**src/rtl/stream_burst_arbiter_if.sv**
```systemverilog
// Stream bundle between the HOG descriptor producers, the burst arbiter and the
// external-bus stream input. The arbiter takes the master view.
interface stream_burst_arbiter_if #(
  parameter int DATA_WIDTH   = 128,
  parameter int NUM_SRC      = 2,
  parameter int SRC_ID_WIDTH = 1
);
  logic [NUM_SRC*DATA_WIDTH-1:0] src_data;
  logic [NUM_SRC-1:0]            src_valid;
  logic [NUM_SRC-1:0]            src_ready;
  logic [DATA_WIDTH-1:0]         out_data;
  logic                          out_valid;
  logic                          out_ready;
  logic [SRC_ID_WIDTH-1:0]       out_src_id;
  logic                          grant_active;
  logic                          burst_done;

  modport master (
    input  src_data, src_valid, out_ready,
    output src_ready, out_data, out_valid, out_src_id, grant_active, burst_done
  );

  modport slave (
    output src_data, src_valid, out_ready,
    input  src_ready, out_data, out_valid, out_src_id, grant_active, burst_done
  );
endinterface

```
**src/rtl/stream_burst_arbiter.sv**
```systemverilog
// Round-robin burst arbiter: grants one producer at a time for BURST_LEN beats and
// passes its stream through combinationally, tagging the burst with the source ID.
module stream_burst_arbiter #(
  parameter int DATA_WIDTH   = 128,
  parameter int NUM_SRC      = 2,
  parameter int SRC_ID_WIDTH = 1,
  parameter int BURST_LEN    = 4,
  parameter int CNT_WIDTH    = 2
) (
  input logic                    clk,
  input logic                    rst,
  stream_burst_arbiter_if.master bus
);

  typedef enum logic {IDLE, BURST} state_t;

  state_t                  state;
  logic [SRC_ID_WIDTH-1:0] grant;
  logic [SRC_ID_WIDTH-1:0] rr_ptr;
  logic [CNT_WIDTH-1:0]    beat_cnt;
  logic                    burst_done_q;

  logic [SRC_ID_WIDTH-1:0] pick;
  logic                    pick_valid;
  logic [DATA_WIDTH-1:0]   mux_data;
  logic                    mux_valid;
  logic                    beat;
  logic                    last_beat;

  // First requester at or after rr_ptr, wrapping modulo NUM_SRC.
  always_comb begin
    logic [SRC_ID_WIDTH-1:0] cand;
    pick_valid = 1'b0;
    pick       = rr_ptr;
    cand       = '0;
    for (int k = 0; k < NUM_SRC; k++) begin
      cand = SRC_ID_WIDTH'((int'(rr_ptr) + k) % NUM_SRC);
      if (!pick_valid && bus.src_valid[cand]) begin
        pick_valid = 1'b1;
        pick       = cand;
      end
    end
  end

  always_comb begin
    mux_data  = '0;
    mux_valid = 1'b0;
    for (int i = 0; i < NUM_SRC; i++) begin
      if (grant == SRC_ID_WIDTH'(i)) begin
        mux_data  = bus.src_data[i*DATA_WIDTH +: DATA_WIDTH];
        mux_valid = bus.src_valid[i];
      end
    end
  end

  // Zero-latency pass-through; everything is blocked outside a burst.
  always_comb begin
    bus.out_data  = '0;
    bus.out_valid = 1'b0;
    bus.src_ready = '0;
    if (state == BURST) begin
      bus.out_data         = mux_data;
      bus.out_valid        = mux_valid;
      bus.src_ready[grant] = bus.out_ready;
    end
  end

  assign beat      = (state == BURST) && mux_valid && bus.out_ready;
  assign last_beat = (beat_cnt == CNT_WIDTH'(BURST_LEN - 1));

  always_ff @(posedge clk or posedge rst) begin
    if (rst) begin
      state        <= IDLE;
      grant        <= '0;
      rr_ptr       <= '0;
      beat_cnt     <= '0;
      burst_done_q <= 1'b0;
    end else begin
      burst_done_q <= 1'b0;
      case (state)
        IDLE: begin
          if (pick_valid) begin
            grant    <= pick;
            beat_cnt <= '0;
            state    <= BURST;
          end
        end
        BURST: begin
          // A stalled source keeps the grant; there is no timeout or preemption.
          if (beat) begin
            if (last_beat) begin
              state        <= IDLE;
              beat_cnt     <= '0;
              burst_done_q <= 1'b1;
              rr_ptr       <= (grant == SRC_ID_WIDTH'(NUM_SRC - 1)) ? '0
                                                                     : grant + SRC_ID_WIDTH'(1);
            end else begin
              beat_cnt <= beat_cnt + CNT_WIDTH'(1);
            end
          end
        end
        default: state <= IDLE;
      endcase
    end
  end

  assign bus.out_src_id   = grant;
  assign bus.grant_active = (state == BURST);
  assign bus.burst_done   = burst_done_q;

endmodule

```
**src/flat_wrapper.sv**
```systemverilog
// flat-port wrapper written by rule: the top's interface ports become plain ports
module stream_burst_arbiter_flat 
#(
  parameter int DATA_WIDTH   = 128,
  parameter int NUM_SRC      = 2,
  parameter int SRC_ID_WIDTH = 1,
  parameter int BURST_LEN    = 4,
  parameter int CNT_WIDTH    = 2
)
  (clk, rst, bus_src_data, bus_src_valid, bus_out_ready, bus_src_ready, bus_out_data, bus_out_valid, bus_out_src_id, bus_grant_active, bus_burst_done);
  stream_burst_arbiter_if #(.DATA_WIDTH(DATA_WIDTH), .NUM_SRC(NUM_SRC), .SRC_ID_WIDTH(SRC_ID_WIDTH)) bus_i ();
  input logic clk;
  input logic rst;
  input wire logic [$bits(bus_i.src_data)-1:0] bus_src_data;
  input wire logic [$bits(bus_i.src_valid)-1:0] bus_src_valid;
  input wire logic [$bits(bus_i.out_ready)-1:0] bus_out_ready;
  output wire logic [$bits(bus_i.src_ready)-1:0] bus_src_ready;
  output wire logic [$bits(bus_i.out_data)-1:0] bus_out_data;
  output wire logic [$bits(bus_i.out_valid)-1:0] bus_out_valid;
  output wire logic [$bits(bus_i.out_src_id)-1:0] bus_out_src_id;
  output wire logic [$bits(bus_i.grant_active)-1:0] bus_grant_active;
  output wire logic [$bits(bus_i.burst_done)-1:0] bus_burst_done;
  assign bus_i.src_data = bus_src_data;
  assign bus_i.src_valid = bus_src_valid;
  assign bus_i.out_ready = bus_out_ready;
  assign bus_src_ready = bus_i.src_ready;
  assign bus_out_data = bus_i.out_data;
  assign bus_out_valid = bus_i.out_valid;
  assign bus_out_src_id = bus_i.out_src_id;
  assign bus_grant_active = bus_i.grant_active;
  assign bus_burst_done = bus_i.burst_done;
  stream_burst_arbiter #(.DATA_WIDTH(DATA_WIDTH), .NUM_SRC(NUM_SRC), .SRC_ID_WIDTH(SRC_ID_WIDTH), .BURST_LEN(BURST_LEN), .CNT_WIDTH(CNT_WIDTH)) u_core (.clk(clk), .rst(rst), .bus(bus_i));
endmodule
```
**config.mk**
```make
export PLATFORM = sky130hd
export DESIGN_NAME = stream_burst_arbiter_flat
export DESIGN_NICKNAME = d
export VERILOG_FILES = /design/src/rtl/stream_burst_arbiter_if.sv /design/src/rtl/stream_burst_arbiter.sv /design/src/flat_wrapper.sv
export SDC_FILE = /design/constraint.sdc
export NUM_CORES = 1
export LEC_CHECK = 0
export CORE_AREA = 2 2 154 156
export CTS_BUF_LIST = sky130_fd_sc_hd__clkbuf_4 sky130_fd_sc_hd__clkbuf_8 sky130_fd_sc_hd__clkbuf_16
export DETAILED_ROUTE_END_ITERATION = 8
export DIE_AREA = 0 0 156 158
export DONT_BUFFER_PORTS = 1
export RECOVER_POWER = 100
export SLEW_MARGIN = 25
export SYNTH_ARGS = -nofsm -noshare
export SYNTH_HDL_FRONTEND = slang
export SYNTH_SLANG_ARGS = --single-unit
```
**constraint.sdc**
```tcl
create_clock -name clk -period 1.3 [get_ports clk]
set_input_delay 0.13 -clock clk [delete_from_list [all_inputs] [get_ports clk]]
set_output_delay 0.13 -clock clk [all_outputs]
set_load 0.005 [all_outputs]
```
==> impl_metrics.env <==
export IMPL_synth_flop_cell="dfrtp_1"
export IMPL_cellPowerDensity_nw_per_um2=2090
export IMPL_r2r_setup_slack_ns=-0.18
export IMPL_placed_area_um2=2610
export IMPL_maxCapViolations=0
export IMPL_postSynthNetCount=576
export IMPL_finalClockSkew_ns=0.000631
export IMPL_crit_path_max_fanout=10
export IMPL_grt_pass1_vias=1995
export IMPL_cts_buffer_depth=2
export IMPL_first_iter_violations=85
export IMPL_slew_headroom=0.712
export IMPL_setup_violations=136
export IMPL_status="complete, but fails checks"
export IMPL_die_x_um=156
export IMPL_hold_violations=0
export IMPL_fmax_mhz=614
export IMPL_clock_latency_ns=0.23
export IMPL_hold_depth=1
export IMPL_crit_required_ns=1.17
export IMPL_drive_gt1_frac=0.174
export IMPL_io_pins=395
export IMPL_synth_ff_latch_count=6
export IMPL_violations="setup timing"
export IMPL_fp_row_count=56
export IMPL_r2r_end="u_core.beat_cnt[0]$_DFFE_PP0P_"
export IMPL_synth_top_cell_area_share=0.564
export IMPL_routabilityCongestion=0.886
export IMPL_nNetsFinal=584
export IMPL_wl_per_cell_um=17.8
export IMPL_ir_drop_uv=791
export IMPL_ys_top_cells_by_count="132 x nor2_1, 128 x mux2i_1, 9 x buf_6, 9 x clkbuf_1"
export IMPL_rsz0062_at_grt="yes"
export IMPL_synth_edf_count=0
export IMPL_grt_max_degree=70
export IMPL_worst_hold_slack_ns=0.00690
export IMPL_setup_ws_ns=-0.328
export IMPL_clock_root_buffer="clkbuf_16"
export IMPL_h_tree_depth=1
export IMPL_synthCells=314
export IMPL_grtUsageTotal=0.0662
export IMPL_postRouteAntennaNets=0
export IMPL_p_leak_nw=1.36
export IMPL_min_from="bus_src_valid[0]"
export IMPL_antenna_found_initial=2
export IMPL_hold_path_class="input pin to flop"
export IMPL_cts_tree="built"
export IMPL_tns_ns=-25.70
export IMPL_rr_worst_depth=5
export IMPL_holdPathEnd="u_core.bus.out_src_id$_DFFE_PP0P_"
export IMPL_dr_pass1_iters=7
export IMPL_cts_buffers_inserted=3
export IMPL_avgSynthCellArea_um2=7.23
export IMPL_fin_crit_ns=1.63
export IMPL_tightestPinTransition_ns=0.433
export IMPL_synth_area_top_cells="mux2i_1 56%, nor2_1 22%, dfrtp_1 6.6%"
export IMPL_yosysMostFrequentCell="nor2_1"
export IMPL_viasPerCell=4.00
export IMPL_cp_start_kind="flop"
export IMPL_overflow=0
export IMPL_start_util=0.0985
export IMPL_criticalPathCategory="flop to output port"
export IMPL_drcViolationCount=0
export IMPL_fin_area_um2=3170
export IMPL_r2r_start="u_core.bus.out_src_id$_DFFE_PP0P_"
export IMPL_core_um2=23100
export IMPL_fin_crit_sh=1.25
export IMPL_port_buffer_count=0
export IMPL_async_reset_ff_frac=1.00
export IMPL_place_hpwl_um=7330
export IMPL_crit_arrival_ns=1.50
export IMPL_ys_seq_area_frac=0.0662
export IMPL_yosysWarnings=0
export IMPL_fillers=2587
export IMPL_die_area_um2=24600
export IMPL_die_h_um=158
export IMPL_syn2layout_area_growth_pct=39.6
export IMPL_grt_pass1_wl_um=11900
export IMPL_maxSlewViolCount=0
export IMPL_clkSinkCount=6
export IMPL_path_clk_slew_ns=0.03
export IMPL_synth_area_leader_cell="mux2i_1"
export IMPL_wirelength_um=10900
export IMPL_synth_cell_types=23
export IMPL_via_count=2455
export IMPL_netlist_area_um2=2270
export IMPL_worstSetupEndpointType="output port"
[kinds of logic after synthesis]
kind of cell | synth area share
flip-flops | 0.0662
adder cells (fa/ha/maj) | 0.00551
multiplexers | 0.574
AO/OA/AOI/OAI | 0.0309
buffers and inverters | 0.0943
AND/OR/NAND/NOR | 0.229
[cells in the final DEF, fill, tap and decap left out, drive strengths merged]
master	n
a21oi	1
a31oi	1
and3	1
buf	24
bufbuf	1
clkbuf	10
dfrtp	6
diode	2
dlygate4sd3	1
ha	1
inv	3
mux2i	129
nand2	2
nand3	1
nor2	132
nor3	1
o211ai	2
o21ai	1
o21bai	1
o31ai	2
o41ai	1
[final cells by class]
class	instances	area, µm²	share of cell area
sequential	6	154	0.0486
clock buffer	4	82.6	0.0261
multi-input combinational	276	1970	0.622
timing repair buffer	32	579	0.183
tap	290	363	0.114
antenna	2	5.00	0.00158
inverter	3	13.8	0.00434
[worst max-delay path by stage]
stage	from	end	slack, ns	cells past startpoint
floorplan	u_core.bus.out_src_id$_DFFE_PP0P_	bus_out_data[100]	0.11	5
global route	u_core.bus.out_src_id$_DFFE_PP0P_	bus_out_data[13]	-0.35	4
finish	u_core.bus.out_src_id$_DFFE_PP0P_	bus_out_data[65]	-0.33	5
global placement	u_core.bus.out_src_id$_DFFE_PP0P_	bus_out_data[48]	-0.23	4
detailed placement	u_core.bus.out_src_id$_DFFE_PP0P_	bus_out_data[48]	-0.27	4
CTS	u_core.bus.out_src_id$_DFFE_PP0P_	bus_out_data[65]	-0.31	5
[metal layers]
layer  GRT usage  wire length (µm)
met1      0.0670              3810
met2       0.129              5660
met3     0.00958               947
met4      0.0376               517
met5           0                 0
[repair_timing]
| item | CTS | global route |
|---|---|---|
| gates resized for setup | 18 | 20 |
| buffers inserted | 5 | 1 |
| setup endpoints to repair | 131 | 136 |
| hold buffers | 1 | 0 |
| cloned | 7 | 6 |
| pin swaps | 6 | 11 |
| hold endpoints to repair | 6 | 0 |
[state kept, by name (all words and copies together) (netlist names)]
register,flops
u_core.beat_cnt,2
u_core.bus.burst_done,1
u_core.bus.out_src_id,1
u_core.rr_ptr,1
u_core.bus.grant_active,1
[per-stage QoR]
stage               std cells   util  worst slack [ns]  power, mW
global route              613  0.137            -0.351       7.07
floorplan                 314      -             0.110       3.80
CTS                       605  0.130            -0.314       6.17
detailed placement        588  0.113            -0.269       4.34
global placement          588  0.113            -0.232       4.28
finish                    613  0.137            -0.328       6.62
[power by group]
group / total [mW] / switching [mW] / leakage (nW) / internal [mW]
combinational: 5.76 / 2.85 / 1.24 / 2.91
sequential: 0.327 / 0.0630 / 0.0714 / 0.264
clock: 0.537 / 0.109 / 0.0416 / 0.428
total: 6.62 / 3.02 / 1.36 / 3.60
[critical path: stages (launching register included)]
cell,delay (ns)
dfrtp_4,0.50
buf_6,0.14
buf_16,0.15
buf_12,0.15
mux2i_1,0.21
nor2_1,0.11
(Power assumes the default switching activity.)
